<file path="config.mk">
export PLATFORM = sky130hd
export DESIGN_NAME = lm_sm_seq
export DESIGN_NICKNAME = d
export VERILOG_FILES = /design/src/rtl/lm_sm_seq.sv
export SDC_FILE = /design/constraint.sdc
export NUM_CORES = 1
export LEC_CHECK = 0
export CORE_ASPECT_RATIO = 2
export CORE_UTILIZATION = 55
export DETAILED_ROUTE_END_ITERATION = 8
export HOLD_SLACK_MARGIN = 0.08
export PLACE_DENSITY = 0.84
export SLEW_MARGIN = 20
export SYNTH_ARGS = -nofsm -noshare
export SYNTH_HDL_FRONTEND = slang
export SYNTH_SLANG_ARGS = --single-unit
</file>
<file path="constraint.sdc">
create_clock -name clk -period 4.8 [get_ports clk]
set_clock_uncertainty 0.05 [all_clocks]
set_input_delay 0.48 -clock clk [delete_from_list [all_inputs] [get_ports clk]]
set_output_delay 0.48 -clock clk [all_outputs]
set_load 0.02 [all_outputs]
</file>
<file path="src/rtl/lm_sm_seq.sv">
// Load-Multiple / Store-Multiple sequencer: walks a register mask lowest-first, one memory access per register.
// Optional base-register writeback stage enabled by defining LMSM_WRITEBACK_EN.
module lm_sm_seq #(
    parameter int unsigned ADDR_W = 16,
    parameter int unsigned NREG   = 8
) (
    input  logic              clk,
    input  logic              rst_n,
    input  logic              start,
    input  logic              is_store,
    input  logic [NREG-1:0]   reg_mask,
    input  logic [ADDR_W-1:0] base_addr,
    input  logic              mem_ack,
`ifdef LMSM_WRITEBACK_EN
    input  logic [2:0]        base_reg,
    output logic [ADDR_W-1:0] wb_data,
`endif
    output logic [ADDR_W-1:0] mem_addr,
    output logic              mem_re,
    output logic              mem_we,
    output logic [2:0]        reg_addr,
    output logic              reg_write,
    output logic              busy,
    output logic              done
);

    localparam int unsigned      REG_W  = 3;
    localparam logic [REG_W-1:0] PC_IDX = 3'd7;

    typedef enum logic [1:0] {
        S_IDLE = 2'd0,
        S_XFER = 2'd1,
`ifdef LMSM_WRITEBACK_EN
        S_WB   = 2'd3,
`endif
        S_DONE = 2'd2
    } state_t;

    // State entered once the mask is exhausted.
`ifdef LMSM_WRITEBACK_EN
    localparam state_t S_FINISH = S_WB;
`else
    localparam state_t S_FINISH = S_DONE;
`endif

    // Lowest set bit of a mask (0 when the mask is empty).
    function automatic logic [REG_W-1:0] lowest_idx(input logic [NREG-1:0] m);
        logic [REG_W-1:0] r;
        r = '0;
        for (int i = int'(NREG) - 1; i >= 0; i--) begin
            if (m[i]) r = REG_W'(i);
        end
        return r;
    endfunction

    state_t            state_q, state_d;
    logic [NREG-1:0]   rem_q, rem_d;
    logic [ADDR_W-1:0] addr_q, addr_d;
    logic              op_q, op_d;

    logic [ADDR_W-1:0] mem_addr_q, mem_addr_d;
    logic [REG_W-1:0]  reg_addr_q, reg_addr_d;
    logic              mem_re_q, mem_re_d;
    logic              mem_we_q, mem_we_d;
    logic              busy_q, busy_d;
    logic              done_q, done_d;
    logic              wr_cand_q, wr_cand_d;

`ifdef LMSM_WRITEBACK_EN
    logic [REG_W-1:0]  base_reg_q, base_reg_d;
    logic              wb_wr_q, wb_wr_d;
    logic [ADDR_W-1:0] wb_data_q, wb_data_d;
`endif

    logic [REG_W-1:0]  cur_idx;
    logic [REG_W-1:0]  nxt_idx;

    // Next-state, latched operands and next registered outputs.
    always_comb begin
        state_d    = state_q;
        rem_d      = rem_q;
        addr_d     = addr_q;
        op_d       = op_q;
        cur_idx    = lowest_idx(rem_q);
        nxt_idx    = '0;
        mem_addr_d = '0;
        reg_addr_d = '0;
        mem_re_d   = 1'b0;
        mem_we_d   = 1'b0;
        busy_d     = 1'b0;
        done_d     = 1'b0;
        wr_cand_d  = 1'b0;
`ifdef LMSM_WRITEBACK_EN
        base_reg_d = base_reg_q;
        wb_wr_d    = 1'b0;
        wb_data_d  = '0;
`endif

        unique case (state_q)
            S_IDLE: begin
                if (start) begin
                    rem_d  = reg_mask;
                    addr_d = base_addr;
                    op_d   = is_store;
`ifdef LMSM_WRITEBACK_EN
                    base_reg_d = base_reg;
`endif
                    state_d = (reg_mask != '0) ? S_XFER : S_FINISH;
                end
            end
            S_XFER: begin
                if (mem_ack) begin
                    rem_d  = rem_q & ~(NREG'(1) << cur_idx);
                    addr_d = addr_q + ADDR_W'(1);
                    if (rem_d == '0) state_d = S_FINISH;
                end
            end
`ifdef LMSM_WRITEBACK_EN
            S_WB: begin
                state_d = S_DONE;
            end
`endif
            S_DONE: begin
                state_d = S_IDLE;
            end
            default: begin
                state_d = S_IDLE;
            end
        endcase

        // Outputs are registered: decode what the next cycle presents.
        nxt_idx = lowest_idx(rem_d);
        unique case (state_d)
            S_XFER: begin
                mem_addr_d = addr_d;
                reg_addr_d = nxt_idx;
                mem_re_d   = ~op_d;
                mem_we_d   = op_d;
                busy_d     = 1'b1;
                wr_cand_d  = ~op_d & (nxt_idx != PC_IDX);
            end
`ifdef LMSM_WRITEBACK_EN
            S_WB: begin
                reg_addr_d = base_reg_d;
                busy_d     = 1'b1;
                wb_wr_d    = (base_reg_d != PC_IDX);
                wb_data_d  = addr_d;
            end
`endif
            S_DONE: begin
                done_d = 1'b1;
            end
            default: ;
        endcase
    end

    always_ff @(posedge clk or negedge rst_n) begin
        if (!rst_n) begin
            state_q    <= S_IDLE;
            rem_q      <= '0;
            addr_q     <= '0;
            op_q       <= 1'b0;
            mem_addr_q <= '0;
            reg_addr_q <= '0;
            mem_re_q   <= 1'b0;
            mem_we_q   <= 1'b0;
            busy_q     <= 1'b0;
            done_q     <= 1'b0;
            wr_cand_q  <= 1'b0;
`ifdef LMSM_WRITEBACK_EN
            base_reg_q <= '0;
            wb_wr_q    <= 1'b0;
            wb_data_q  <= '0;
`endif
        end else begin
            state_q    <= state_d;
            rem_q      <= rem_d;
            addr_q     <= addr_d;
            op_q       <= op_d;
            mem_addr_q <= mem_addr_d;
            reg_addr_q <= reg_addr_d;
            mem_re_q   <= mem_re_d;
            mem_we_q   <= mem_we_d;
            busy_q     <= busy_d;
            done_q     <= done_d;
            wr_cand_q  <= wr_cand_d;
`ifdef LMSM_WRITEBACK_EN
            base_reg_q <= base_reg_d;
            wb_wr_q    <= wb_wr_d;
            wb_data_q  <= wb_data_d;
`endif
        end
    end

    assign mem_addr = mem_addr_q;
    assign reg_addr = reg_addr_q;
    assign mem_re   = mem_re_q;
    assign mem_we   = mem_we_q;
    assign busy     = busy_q;
    assign done     = done_q;

    // LM register write lands in the same cycle the memory returns data.
`ifdef LMSM_WRITEBACK_EN
    assign reg_write = (wr_cand_q & mem_ack) | wb_wr_q;
    assign wb_data   = wb_data_q;
`else
    assign reg_write = wr_cand_q & mem_ack;
`endif

endmodule

</file>
### Word level (Yosys, flattened, before mapping)

Index checks and enable logic that the tools add are counted.

| operators by class | value |
|---|---|
| equality and inequality tests | 4 |
| shift-type cells | 1 |
| mux-type cells | 36 |
| reductions and logical operators | 3 |
| bitwise gates (word level) | 5 |
| add/subtract/negate cells | 1 |

Operators with widths:

| kind | count |
|---|---|
| $mux 3 | 17 |
| $mux 16 | 3 |
| $pmux 16 s2 | 1 |
| $add 16x1->16 const B | 1 |
| $mux 8 | 2 |
| $pmux 8 s2 | 1 |
| $and 8x8->8 | 1 |
| $logic_not 8->1 | 1 |
| $mux 2 | 4 |
| $not 8->8 | 1 |
| $reduce_bool 8->1 | 1 |
| $shl 1x3->8 const A | 1 |
| $mux 1 | 7 |
| $eq 2x1->1 const B | 2 |
| $pmux 2 s2 | 1 |
| $ne 3x3->1 const B | 1 |
| $and 1x1->1 | 2 |
| $eq 2x2->1 const B | 1 |
| $logic_not 2->1 | 1 |
| $not 1->1 | 1 |

| storage, ports and cells | value |
|---|---|
| output and inout bits | 24 |
| word-level logic and storage cells | 61 |
| register bits | 51 |
| input bits | 29 |

### Longest topological paths before layout

Gate-level depths: netlist (run 1).

| logic depth | value |
|---|---|
| depth after elaboration | 24 |
| depth in mapped cells | 8 |
| gate-level depth less buffers | 6 |

### Worst setup path before layout (run 1)

Ideal clock, no wire load.

| timing | value |
|---|---|
| path kind | reg-to-reg |
| from | register rem_q[3] |
| to | register wr_cand_q |
| stages on the path, launching flop included | 7 |
| data required time | 4.624 ns |
| setup slack | 2.559 ns |
| library setup time | 0.126 ns |
| arrival time | 2.065 ns |
| path through | dfrtp_1 -> or4_1 -> buf_2 -> o41a_1 -> or2_4 -> nand2b_1 -> o311a_1 |

| on the way | value |
|---|---|
| elaborated cells between the ends (all ways) | 26 |
| those cells by class | 2 x eq/ne; 1 x shift; 19 x mux; 3 x bitwise; 1 x reduce/logical |

RTL lines:

| what | line | RTL |
|---|---|---|
| start: declaration | 57 | `logic [NREG-1:0] rem_q, rem_d;` |
| start signal: assignment | 177 | `rem_q <= rem_d;` |
| $mux 3 (4 in a row) | 51 | `if (m[i]) r = REG_W'(i);` |
| $shl 1x3->8 | 113 | `rem_d = rem_q & ~(NREG'(1) << cur_idx);` |
| $not 8->8 | 113 |  |
| $and 8x8->8 | 113 |  |
| $mux 8 | 112 | `if (mem_ack) begin` |
| $pmux 8 s2 | 99 | `unique case (state_q)` |
| named net rem_d[6] | 57 |  |
| $mux 3 (7 in a row) | 51 |  |
| $ne 3x3->1 | 140 | `wr_cand_d = ~op_d & (nxt_idx != PC_IDX);` |
| $and 1x1->1 | 140 |  |
| $mux 1 | 133 | `unique case (state_d)` |
| named net wr_cand_d | 67 | `logic wr_cand_q, wr_cand_d;` |
| end signal: assignment | 186 | `wr_cand_q <= wr_cand_d;` |
| end: declaration | 67 |  |

The timed path passes the listed nets, and every way through them passes these cells.

### Final worst setup path (run 1)

| timing | value |
|---|---|
| from | register rem_q[3] |
| to | register mem_addr_q[2] (netlist: mem_addr[2]) |

| on the way | value |
|---|---|
| longest elaborated chain between the ends | 13 |

Ends and longest elaborated chain:

| what | line | RTL |
|---|---|---|
| $mux 3 (4 in a row) | 51 |  |
| $shl 1x3->8 | 113 |  |
| $not 8->8 | 113 |  |
| $and 8x8->8 (*) | 113 |  |
| $logic_not 8->1 (*) | 115 | `if (rem_d == '0) state_d = S_FINISH;` |
| $mux 2 (*) | 115 |  |
| $mux 2 (*) | 112 |  |
| $pmux 2 s2 (*) | 99 |  |
| $eq 2x1->1 (*) | 133 |  |
| $mux 16 (*) | 133 |  |
| named net mem_addr_d[2] | 61 | `logic [ADDR_W-1:0] mem_addr_q, mem_addr_d;` |
| end signal: assignment | 180 | `mem_addr_q <= mem_addr_d;` |
| end: declaration | 61 |  |

Mark *: on every way through the listed nets, which the timed path passes. The rest lies on a longest branch.

==> run metrics, run 1 <==
drt total wl=6540 microns; CP cell instances=or4_1 > a211oi_1 > o221ai_1 > a21oi_1 > inv_2 > and2_1; die width=51.2 microns; status=finished, final reports clean; worst reg2reg path endpoint=mem_addr[2]; PostCTS Resize Cnt=0; cts bufs inserted=5; combinational share of power=50.7%; Slew HR=33.4%; ys async rst share=100%; setup bufs post-CTS=0; hold crit path type=in -> async; Sw Pwr=992 uW; drt drc=0; vias per cell=6.38; EDFF count, synth=0; Setup crit end kind=flop; static leakage=1.39 nW; Synth Instances=267; Power Density=715 nW/um^2; gr ovfl total=0; Avg Inst Size Synth=9.95 sq um; CP max-delay cell=a21oi_1; drt pass-1 iters=5; WP data required=4.95 ns; clk_lat worst skew=0.30 ns; Top-Level Pins=53; synth unique cells=53; Cell Area, Synth=2660 sq um; switch share=41.9%; Initial Util=57.3%; first-pass GRT wire length=10,300 microns; GRT Util Overall=26.7%; DRT iter0 DRCs=79; Fmax=314 MHz; Int Pwr=1.38 mW; worst vdd ir=0.000504 V; DR vias=2,330; setup TNS=0 ns; Fin. Hold Viols=0; Root Buffer=clkbuf_8; final worst slack=1.61 ns; worst-path maximum fanout=14; Worst R2R Start=rem_q[3]; Final Max Tran Viols=0; final period utilization=66.4%; number of global-route vias before repair=2,295; post-synth net total=297; crit path kind=reg -> reg; number of synthesis warnings=0; Core Region=4640 sq um; GP Congestion=0.938; ratio of cells with drive above 1 in the final layout=6.45%; crit path launch type=flop; Sequential Power Share=34.5%; ys flop type=dfrtp_1; clock power share=14.8%; CTS tree=yes; FF+latch count, synth=51; worst-case clock buffer depth=2; sequential area share after synthesis=48.0%; Area growth, synth to finish=24.6%; DP HPWL=4570 microns; Final Critical Period=3.19 ns; Reg2Reg Setup Slack=1.61 ns; Die ar.=5130 sq um; # H-tree levels=2; placed cell count=357; largest net degree at the start of global routing=52; Final setup viols=0; measured slew at the worst slew-check pin=0.998 ns; WL/cell=17.9 microns; Worst-path clk slew=0.09 ns; TritonCTS sink count=51; Cell Count, Final, Fillers Out=365; diode count=0; largest stage delay on the critical path=0.86 ns; RSZ-0062 raised after global routing=no; initial antenna violation count=0; dpl ws=1.43 ns; cts hold-fix bufs=0; Max Cap Viol=0; crit path DAT=3.33 ns; port buffer count=52; row cnt=35; Die Ht=100 microns; R2R depth=6; antenna-violating nets left=0; nets=339
-- metrics by stage --
| stage | instance area [sq um] | power (mW) | utilization [%] | hold WS [ns] |
|---|---|---|---|---|
| 5_1_grt | 3310 | 2.51 | 71.3 | 0.185 |
| 3_5_place_dp | 3180 | 2.02 | 68.4 | 0.481 |
| 2_1_floorplan | 2660 | 1.62 | - | 0.134 |
| 3_3_place_gp | 3180 | 1.97 | 68.4 | 0.469 |
| 4_1_cts | 3310 | 2.37 | 71.3 | 0.369 |
| 6_report | 3310 | 2.37 | 71.3 | 0.131 |
-- worst max-delay path by stage --
stage | startpoint | to | cells past startpoint
global route | rem_q[3] | mem_addr[2] | 6
CTS | rem_q[3] | mem_addr[2] | 6
floorplan | rem_q[3] | wr_cand_q | 6
detailed placement | start | wr_cand_q | 6
global placement | start | wr_cand_q | 6
finish | rem_q[3] | mem_addr[2] | 6
-- Yosys cell counts (all sizes together) (4+ instances only) --
library cell  number  share of area (%)
nor3               6                1.1
nor4               4               0.94
inv               11                1.6
mux2i             10                3.8
a211oi             8                2.3
o21ai              7                1.3
o22a              13                4.3
nand2b             7                1.6
a21oi             18                3.4
nor2               6               0.85
o22ai             14                3.3
nand4              5                1.2
nand3              6                1.1
and2              14                3.3
nand2             18                2.5
clkbuf            12                1.7
dfrtp             51                 48
buf                6                1.1
-- routing by layer --
metal | global-route usage (%) | up-vias | wire length, microns
met1 | 28.6 | 1120 | 2470
li1 | - | 1096 | -
met3 | 3.03 | 22 | 263
met4 | 13.0 | 0 | 211
met5 | 0 | - | 0
met2 | 49.6 | 92 | 3600
-- kinds of logic (layout without fill, tap and decap cells) --
| logic type | Yosys count | after routing | share of synthesized area, % |
|---|---|---|---|
| and+or+nand+nor | 85 | 85 | 18.4 |
| muxes | 10 | 10 | 3.77 |
| AOI/OAI and AO/OA | 90 | 90 | 24.7 |
| adders and majority gates | 1 | 1 | 0.471 |
| buffers and inverters | 29 | 72 | 4.33 |
| xor gates and xnor gates | 1 | 1 | 0.330 |
| DFF | 51 | 51 | 48.0 |
-- power by group through the flow --
stage,clock network (mW),registers (mW),logic [mW]
3_3_place_gp,0,0.812,1.16
4_1_cts,0.354,0.814,1.20
5_1_grt,0.367,0.840,1.31
2_1_floorplan,0,0.865,0.758
3_5_place_dp,0,0.821,1.19
6_report,0.350,0.817,1.20
-- critical path: cells and delay by family (launching register included) --
family	cells	cell delay, ns
buf+inv	1	0.30
flops	1	0.44
compound gates	3	1.36
simple gates	2	0.92
-- area by class of cell --
cell class                 count  area [sq um]
fill                         375          1330
sequential                    51          1280
multi-input combinational    187          1270
timing repair buffer          53           526
clock buffer                   6          72.6
tap                           55          68.8
clock inverter                 2          60.1
inverter                      11          41.3
-- flip-flops by register name (all words and copies together) (netlist names), 2 cells and up --
| name | count |
|---|---|
| state_q | 2 |
| reg_addr | 3 |
| rem_q | 8 |
| mem_addr | 16 |
| addr_q | 16 |
-- cell usage in the layout (no fill, tap or decap), types with 2 or more instances in the layout --
| cell type | count |
|---|---|
| nand4_1 | 5 |
| nand3_1 | 6 |
| a21oi_1 | 18 |
| mux2i_1 | 10 |
| nand2b_1 | 7 |
| or3b_1 | 2 |
| nor2_1 | 6 |
| o211ai_1 | 3 |
| and3b_1 | 2 |
| o22a_1 | 13 |
| o31ai_1 | 2 |
| nor3_1 | 6 |
| or2_2 | 2 |
| o22ai_1 | 14 |
| clkdlybuf4s50_1 | 51 |
| o21bai_1 | 2 |
| a211o_1 | 2 |
| buf_4 | 2 |
| clkbuf_8 | 5 |
| o21a_1 | 2 |
| nor4_1 | 4 |
| or3_1 | 2 |
| bufinv_16 | 2 |
| dfrtp_1 | 51 |
| nor2b_1 | 2 |
| inv_1 | 9 |
| inv_2 | 2 |
| a22oi_1 | 2 |
| o221a_2 | 3 |
| and2_1 | 14 |
| o221ai_1 | 2 |
| o21ai_0 | 7 |
| a211oi_1 | 8 |
| or4_1 | 3 |
| nand3b_1 | 2 |
| nand2_1 | 18 |
Power figures use the tool's default switching activity.
==> run 2: changes to the inputs <==
Settings changed: CORE_UTILIZATION 55 to 51, PLACE_DENSITY 0.84 to 0.79.
Clock period 4.8 ns to 3.2 ns, I/O delays scaled along.
==> run 2 against run 1 <==
Global-route usage shrank 0.30 points. Cell count increased by 2.2%. Register-to-register slack worse by 0.91 ns. Core utilization down 4.6 points. Wire length decreased by 0.83%. Critical endpoint is now wr_cand_q. Largest cell class unchanged. Largest power group unchanged. Highest routed layer unchanged.
==> run metrics, run 2 (synthesized netlist as in run 1, its figures left out) <==
drt pass-1 iters=4 (-1); setup TNS=0 ns (unchanged); nets=345 (+1.8%); fillers=422 (+13%); WP data required=3.35 ns (-1.60 ns); static leakage=1.39 nW (+0.31%); PostCTS Resize Cnt=0 (unchanged); GP Congestion=0.860 (-8.3%); Die Ht=104 microns (+3.8%); measured slew at the worst slew-check pin=0.923 ns (-0.0758 ns); WL/cell=17.4 microns (-3.0%); TritonCTS sink count=51 (unchanged); RSZ-0062 raised after global routing=no; Final setup viols=0 (unchanged); worst-case clock buffer depth=2 (unchanged); combinational share of power=53.1% (+2.4 points); Sequential Power Share=36.3% (+1.8 points); number of global-route vias before repair=2,339 (+1.9%); port buffer count=52 (unchanged); Fin. Hold Viols=0 (unchanged); Slew HR=38.5% (+5.1 points); hold crit path type=in -> async; DR vias=2,305 (-1.1%); routed length on met2=3590 microns (-0.14%); worst-path maximum fanout=20 (+6); Worst-path clk slew=0.09 ns (about the same); crit-path leading delay family=simple AND/OR/NAND/NOR gates; Area growth, synth to finish=24.3%; largest net degree at the start of global routing=43 (-17%); CP cell instances=or3b_1 > o32a_1 > o221ai_1 > or3b_1 > o311a_1; die width=53.0 microns (+3.7%); first-pass GRT wire length=10,600 microns (+3.4%); top layer reached by signal wires=met4; Setup crit end kind=flop; DRT iter0 DRCs=33 (-58%); Root Buffer=clkbuf_8; Final Critical Period=2.50 ns (-0.690 ns); ratio of cells with drive above 1 in the final layout=7.91% (+1.5 points); # H-tree levels=2 (unchanged); DP HPWL=4740 microns (+3.8%); WP buf/inv=0 (-1); vias per cell=6.18 (-3.2%); clk_lat worst skew=0.31 ns (about the same); drt drc=0 (unchanged); initial antenna violation count=0 (unchanged); cts bufs inserted=5 (unchanged); Initial Util=53.6% (-3.6 points); Final Max Tran Viols=0 (unchanged); Fmax=401 MHz (+28%); worst vdd ir=0.000520 V (+3.3%); GRT Util Overall=26.4% (-0.30 points); CTS tree=yes; antenna-violating nets left=0 (unchanged); crit path DAT=2.65 ns (-0.68 ns); final period utilization=78.0% (+12 points); drt total wl=6480 microns (-0.83%); largest stage delay on the critical path=0.59 ns (-0.27 ns); row cnt=36 (+2.9%); Sw Pwr=1.47 mW (+48%); crit path launch type=flop; Max Cap Viol=0 (unchanged); metal3 WL=208 microns (-21%); Die ar.=5520 sq um (+7.6%); gr ovfl total=0 (unchanged); Int Pwr=1.93 mW (+40%); Top-Level Pins=53 (unchanged); CP dominant cell by count=or3b_1; setup bufs post-CTS=0 (unchanged); status=finished, final reports clean; switch share=43.3% (+1.4 points); clock power share=10.6% (-4.2 points); wl on met1=2370 microns (-4.1%); cts hold-fix bufs=0 (unchanged); Power Density=1030 nW/um^2 (+44%); CP max-delay cell=dfrtp_1; Core Region=4950 sq um (+6.7%); commonest cells after routing, fill and taps aside=dfrtp_1, clkdlybuf4s50_1, a21oi_1, nand2_1; crit path kind=reg -> reg; placed cell count=365 (+2.2%); diode count=0 (unchanged); Cell Count, Final, Fillers Out=373 (+2.2%); Reg2Reg Setup Slack=0.70 ns (-0.91 ns)
run 2: cell types whose count changed in the layout (fill, tap and decap cells not counted), sizes merged:
cell / change
buf: +6
clkinv: +1
clkbuf: +1
bufinv: -2
run 2: routing by layer:
metal  up-vias  track usage [%]
met5         -                0
met4         0             15.4
met3        23             5.12
met2        57             46.4
met1      1122             27.1
li1       1103                -
run 2: cell type report:
type                       count  area [sq um]  share of cell area (%)
multi-input combinational    187          1270                    38.3
clock inverter                 1          5.00                   0.151
tap                           57          71.3                    2.16
clock buffer                   7          76.3                    2.31
timing repair buffer          59           568                    17.2
sequential                    51          1280                    38.6
inverter                      11          41.3                    1.25
run 2: power by group through the flow:
stage	logic [mW]	registers, mW	clock network, mW
2_1_floorplan	1.14	1.30	0
5_1_grt	1.99	1.28	0.391
3_3_place_gp	1.77	1.24	0
4_1_cts	1.82	1.24	0.370
3_5_place_dp	1.81	1.25	0
6_report	1.81	1.23	0.359
run 2: path summary, 6_finish.rpt:
kind,start,to,cells past startpoint
worst max-delay path,state_q[1],wr_cand_q,5
worst min-delay path,rst_n,mem_addr[1],1
worst max register to register,state_q[1],wr_cand_q,5
worst min register to register,op_q,op_q,2
max in group asynchronous,rst_n,addr_q[7],2
min in group clk,op_q,op_q,2
run 2: per-stage QoR:
stage	util (%)	hold WS [ns]	power [mW]	area, sq um	setup slack (ns)
after floorplan	-	-0.0256	2.43	2660	0.959
after detailed placement	65.1	0.461	3.05	3220	0.583
after global placement	65.1	0.446	3.01	3220	0.614
after global routing	66.7	0.168	3.67	3300	0.565
after CTS	66.7	0.122	3.43	3300	0.709
final	66.7	0.0960	3.40	3300	0.705
